<file path="config.mk">
export PLATFORM = sky130hd
export DESIGN_NAME = demux_feed_stage
export DESIGN_NICKNAME = d
export VERILOG_FILES = /design/src/rtl/demux_feed_stage.sv
export SDC_FILE = /design/constraint.sdc
export NUM_CORES = 1
export LEC_CHECK = 0
export ABC_AREA = 1
export CAP_MARGIN = 20
export CORE_UTILIZATION = 40
export DETAILED_ROUTE_END_ITERATION = 16
export HOLD_SLACK_MARGIN = 0.12
export PLACE_DENSITY_LB_ADDON = 0.2
export SLEW_MARGIN = 20
export SYNTH_ARGS = -nofsm -noshare
export SYNTH_HDL_FRONTEND = slang
export SYNTH_SLANG_ARGS = --single-unit
</file>
<file path="constraint.sdc">
create_clock -name clk -period 1.6 [get_ports clk]
set_input_delay 0.32 -clock clk [delete_from_list [all_inputs] [get_ports clk]]
set_output_delay 0.32 -clock clk [all_outputs]
set_load 0.01 [all_outputs]
</file>
<file path="src/rtl/demux_feed_stage.sv">
// ----------------------------------------------------------------------------
// demux_feed_stage
//
// Purpose:
//   In-order buffer stage feeding the 1-to-2 result demux of the 8-bit
//   pipeline processor. Each ALU/writeback result arrives with a one-bit route
//   select through a valid/ready handshake. Results are queued in a small FIFO.
//   The head entry is presented as demux data/select, so consumer back-pressure
//   never drops a result. When the queue is empty, both demux_in and demux_s0
//   are driven to zero, so both demux outputs read zero on idle cycles.
//
// Ports:
//   clk        rising-edge clock for all state
//   rst        synchronous, active-high reset (priority over flush)
//   flush      synchronous clear of all queued entries
//   in_valid   upstream result valid
//   in_ready   stage can accept a result this cycle
//   in_data    result value [WIDTH]
//   in_sel     route select (1 = data_out1 path, 0 = data_out2 path)
//   out_valid  head entry on demux_in/demux_s0 is valid
//   out_ready  consumer accepts the head entry this cycle
//   demux_in   head data, 0 when out_valid = 0 [WIDTH]
//   demux_s0   head select, 0 when out_valid = 0
//   count      number of entries held [$clog2(DEPTH)+1]
//
// DEPTH must be a power of two and at least 2. The pointers wrap by natural
// binary overflow.
// ----------------------------------------------------------------------------
module demux_feed_stage #(
    parameter int WIDTH = 8,
    parameter int DEPTH = 4
) (
    input  logic                   clk,
    input  logic                   rst,
    input  logic                   flush,
    input  logic                   in_valid,
    output logic                   in_ready,
    input  logic [WIDTH-1:0]       in_data,
    input  logic                   in_sel,
    output logic                   out_valid,
    input  logic                   out_ready,
    output logic [WIDTH-1:0]       demux_in,
    output logic                   demux_s0,
    output logic [$clog2(DEPTH):0] count
);

    localparam int PTR_W = $clog2(DEPTH);
    localparam int CNT_W = PTR_W + 1;

    localparam logic [CNT_W-1:0] FULL_CNT = CNT_W'(DEPTH);
    localparam logic [CNT_W-1:0] LAST_CNT = CNT_W'(DEPTH - 1);
    localparam logic [CNT_W-1:0] ONE_CNT  = CNT_W'(1);

    // Status states, registered alongside count
    localparam logic [1:0] ST_EMPTY   = 2'd0;
    localparam logic [1:0] ST_PARTIAL = 2'd1;
    localparam logic [1:0] ST_FULL    = 2'd2;

    // Storage: {sel, data} per entry; contents are never reset
    logic [WIDTH:0]       r_mem [DEPTH];
    logic [PTR_W-1:0]     r_wr_ptr;
    logic [PTR_W-1:0]     r_rd_ptr;
    logic [CNT_W-1:0]     r_count;
    logic [1:0]           r_state;

    logic                 w_full;
    logic                 w_push;
    logic                 w_pop;
    logic [CNT_W-1:0]     w_count_nxt;
    logic [1:0]           w_state_nxt;
    logic [WIDTH:0]       w_head;

    // ------------------------------------------------------------------------
    // Handshake
    // ------------------------------------------------------------------------
    // in_ready drops combinationally while rst is held, so no result can be
    // accepted during a reset cycle. It recovers on the first cycle after rst
    // deasserts because the state is EMPTY by then.
    assign w_full    = (r_state == ST_FULL);
    assign in_ready  = ~rst & ~w_full;
    assign out_valid = (r_state != ST_EMPTY);

    assign w_push = in_valid & in_ready;
    assign w_pop  = out_valid & out_ready;

    // ------------------------------------------------------------------------
    // Next count / next status
    // ------------------------------------------------------------------------
    always_comb begin
        w_count_nxt = r_count;
        case ({w_push, w_pop})
            2'b10:   w_count_nxt = r_count + ONE_CNT;
            2'b01:   w_count_nxt = r_count - ONE_CNT;
            default: w_count_nxt = r_count;
        endcase
    end

    always_comb begin
        w_state_nxt = r_state;
        case (r_state)
            ST_EMPTY: begin
                // A pop is impossible here, because out_valid = 0.
                if (w_push) begin
                    w_state_nxt = ST_PARTIAL;
                end
            end
            ST_PARTIAL: begin
                if (w_push && !w_pop && (r_count == LAST_CNT)) begin
                    w_state_nxt = ST_FULL;
                end else if (w_pop && !w_push && (r_count == ONE_CNT)) begin
                    w_state_nxt = ST_EMPTY;
                end
            end
            ST_FULL: begin
                // A push is impossible here, because in_ready = 0.
                // There is no same-cycle passthrough when full.
                if (w_pop) begin
                    w_state_nxt = ST_PARTIAL;
                end
            end
            default: w_state_nxt = ST_EMPTY;
        endcase
    end

    // ------------------------------------------------------------------------
    // Control registers: rst outranks flush, and both outrank push/pop
    // ------------------------------------------------------------------------
    always_ff @(posedge clk) begin
        if (rst || flush) begin
            r_wr_ptr <= '0;
            r_rd_ptr <= '0;
            r_count  <= '0;
            r_state  <= ST_EMPTY;
        end else begin
            if (w_push) begin
                r_wr_ptr <= r_wr_ptr + PTR_W'(1);
            end
            if (w_pop) begin
                r_rd_ptr <= r_rd_ptr + PTR_W'(1);
            end
            r_count <= w_count_nxt;
            r_state <= w_state_nxt;
        end
    end

    // ------------------------------------------------------------------------
    // Data array: written only on a real push
    // ------------------------------------------------------------------------
    // During a flush, the write is suppressed so the entry slot is left
    // untouched. This is harmless either way, since the pointers clear.
    always_ff @(posedge clk) begin
        if (w_push && !flush) begin
            r_mem[r_wr_ptr] <= {in_sel, in_data};
        end
    end

    // ------------------------------------------------------------------------
    // Head presentation, gated so idle cycles drive zero to the demux
    // ------------------------------------------------------------------------
    assign w_head   = r_mem[r_rd_ptr];
    assign demux_in = out_valid ? w_head[WIDTH-1:0] : '0;
    assign demux_s0 = out_valid & w_head[WIDTH];
    assign count    = r_count;

endmodule

</file>
==> out/qor.txt <==
Status: complete, but fails checks
Failing checks: setup timing
Slew Viols, Final: 0
Max VDD drop: 0.559 mV
Vias per cell: 4.58
Clock sinks: 47
Antenna diodes: 0
HP Class: reg -> reg
Core area: 4820 µm²
Hold slack final: 0.490 ns
# DRC: 0
Layout Nets: 269
Iter 0 DRT Violations: 83
CTS tree: built
Clk slew on worst S/H paths: 0.09 ns
Skew final: 0.00539 ns
CP Class: reg -> out
Final period util: 1.01
Area delta synth->final: 32.2%
Total GRT Usage: 0.155
Die Width: 73.5 µm
Area share of the largest cell type after synthesis: 0.529
Startpoint types: flop
Initial core utilization: 0.424
Clock insertion delay at the later pin of the skew report: 0.30 ns
Port bufs: 27
Routed via count: 1434
Fillers: 448
Placer Congestion: 0.753
Layout cells sized above 1: 0.260
Die Ht: 73.5 µm
Slew @ Worst Pin: 0.365 ns
GRT overflow: 0
Num rows: 25
Min Tclk post-route: 1.62 ns
WP data required: 1.28 ns
Number of H-tree levels: 2
Setup Viol. Count Final: 4
CP Max Fanout: 6
Clk buf depth: 2
Library cells used by synthesis: 19
Cell taking the most area after synthesis: edfxtp_1
Vias in the first global route: 1255
Max-Cap Viols: 0
Critical path, cell by cell: buf_6, nor2_1, nor2_1, o21ai_1, a21oi_1, buf_2
Mapped Cells: 189
Mapped Avg Cell Area: 10.8 µm²
RSZ-0062 raised after global routing: yes
# IOs: 28
Syn_nets: 213
Initial antenna violation count: 0
Yosys warnings: 0
Die area: 5400 µm²
R2R Path Start: r_state[0]$_SDFFE_PP0P_
Clk root buf: clkbuf_8
Max incr delay on CP: 0.38 ns
Largest net degree at the start of global routing: 17
P per Cell Area: 882 nW/µm²
Mapped Area: 2040 µm²
First-pass GRT wire length: 6090 µm
Ys flop type: edfxtp_1
Largest cells by area after synthesis: edfxtp_1 53%, dfxtp_1 11%, nor2_1 8.4%
Final hold vios: 0
WL final: 3810 µm
Routed Antenna Nets: 0
Seq/Total Area, Yosys: 0.636
Hold path start: count[0]$_SDFFE_PP0P_
Total CTS buffers: 5
Worst EP arrival: 1.30 ns
Post-synthesis register bit count: 47
Hpwl dp: 2810 µm
Max_slew headroom: 0.756
Pre-antenna DRT Iters: 4
Multi-input logic area: 647 µm²
CP endpoint kind: output pin
Post-synth EDFFs: 36
Setup slack after layout: -0.0210 ns
Setup TNS: -0.0531 ns
CP most frequent cell: nor2_1
Fmax: 617 MHz
Ys async rst share: 0
CP max stage cell: dfxtp_4
Leak pwr: 1.08 nW
Avg WL per Cell: 12.2 µm
Sequential Area: 1310 µm²
[what timing repair did]
item | CTS | global route
endpoints found under the setup margin | 12 | 35
pin swaps | 2 | 6
resized for setup | 63 | 15
gates cloned | 0 | 0
setup buffers | 1 | 0
hold buffers | 0 | 0
[stage by stage]
step | setup WS (ns) | utilization | power, mW | instances | area (µm²)
2_1_floorplan | 0.00949 | - | 1.44 | 189 | 2040
3_3_place_gp | -0.243 | 0.536 | 1.55 | 304 | 2580
3_5_place_dp | -0.265 | 0.536 | 1.55 | 304 | 2580
4_1_cts | -0.0365 | 0.557 | 2.40 | 313 | 2680
5_1_grt | -0.152 | 0.561 | 2.48 | 313 | 2700
6_report | -0.0210 | 0.561 | 2.38 | 313 | 2700
[critical path: cells and delay by family (launching register included)]
family	cells	cell delay [ns]
and+or+nand+nor	2	0.11
buffers and inverters	2	0.27
DFF	1	0.38
AOI/OAI and AO/OA	2	0.24
[cells in the final DEF, fill, tap and decap left out]
cell type	instances
clkinvlp_4	1
buf_6	3
o21ai_0	6
xor2_1	3
clkbuf_8	5
o21ai_1	18
bufinv_16	1
buf_2	10
ha_1	10
clkdlybuf4s15_1	1
inv_6	2
dfxtp_2	4
nand3_4	1
dfxtp_1	5
nor2_4	2
a21oi_1	19
edfxtp_1	36
buf_4	22
or2_4	1
clkdlybuf4s50_1	16
nor2_1	40
nand2_2	1
dfxtp_4	2
inv_1	18
buf_12	2
inv_2	2
nand2_1	5
nor2_2	5
nand3_1	5
[final timing paths]
| path | endpoint | slack (ns) | depth (start not counted) |
|---|---|---|---|
| setup / recovery | demux_in[5] | -0.02 | 6 |
| hold / removal | count[0]$_SDFFE_PP0P_ | 0.49 | 1 |
| setup reg to reg | r_mem[3][5]$_DFFE_PP_ | 0.08 | 7 |
| hold reg to reg | count[0]$_SDFFE_PP0P_ | 0.49 | 1 |
[area by class of cell]
type,instances,share of cell area
sequential,47,0.486
inverter,21,0.0310
clock inverter,3,0.0171
timing repair buffer,54,0.170
clock buffer,5,0.0255
multi-input combinational,116,0.239
tap,67,0.0310
[cell usage after synthesis, types with 2 or more instances]
master     n
dfxtp_1   11
o21ai_0   22
ha_1      10
xor2_1     3
a21oi_1   19
buf_6      2
edfxtp_1  36
inv_1     18
buf_2      2
nand3_1    5
inv_2      3
nand2_1    5
nor2_1    46
o21ai_1    2
[state kept, by name (all words and copies together) (netlist names), named ones only]
name,flops
count,3
r_mem,36
r_wr_ptr,2
r_rd_ptr,2
r_state,2
[cells by family after synthesis]
logic type	count (synthesis)	share of synthesized area
simple gates	60	0.127
flops	47	0.636
buf+inv	26	0.0569
fa+ha+maj	10	0.0612
compound gates	43	0.105
xor+xnor	3	0.0129
[report_power, final]
group	total, mW	switching, mW	internal (mW)	leakage [nW]
clock network	0.868	0.398	0.470	0.0548
logic	0.182	0.0877	0.0944	0.611
registers	1.33	0.00937	1.32	0.418
[routing by layer]
metal,GRT usage,vias up,wire length (µm)
met5,0,-,0
met2,0.217,35,1690
met3,0.0439,6,156
li1,-,749,-
met1,0.223,644,1910
met4,0.0641,0,55
(Power assumes the default switching activity.)
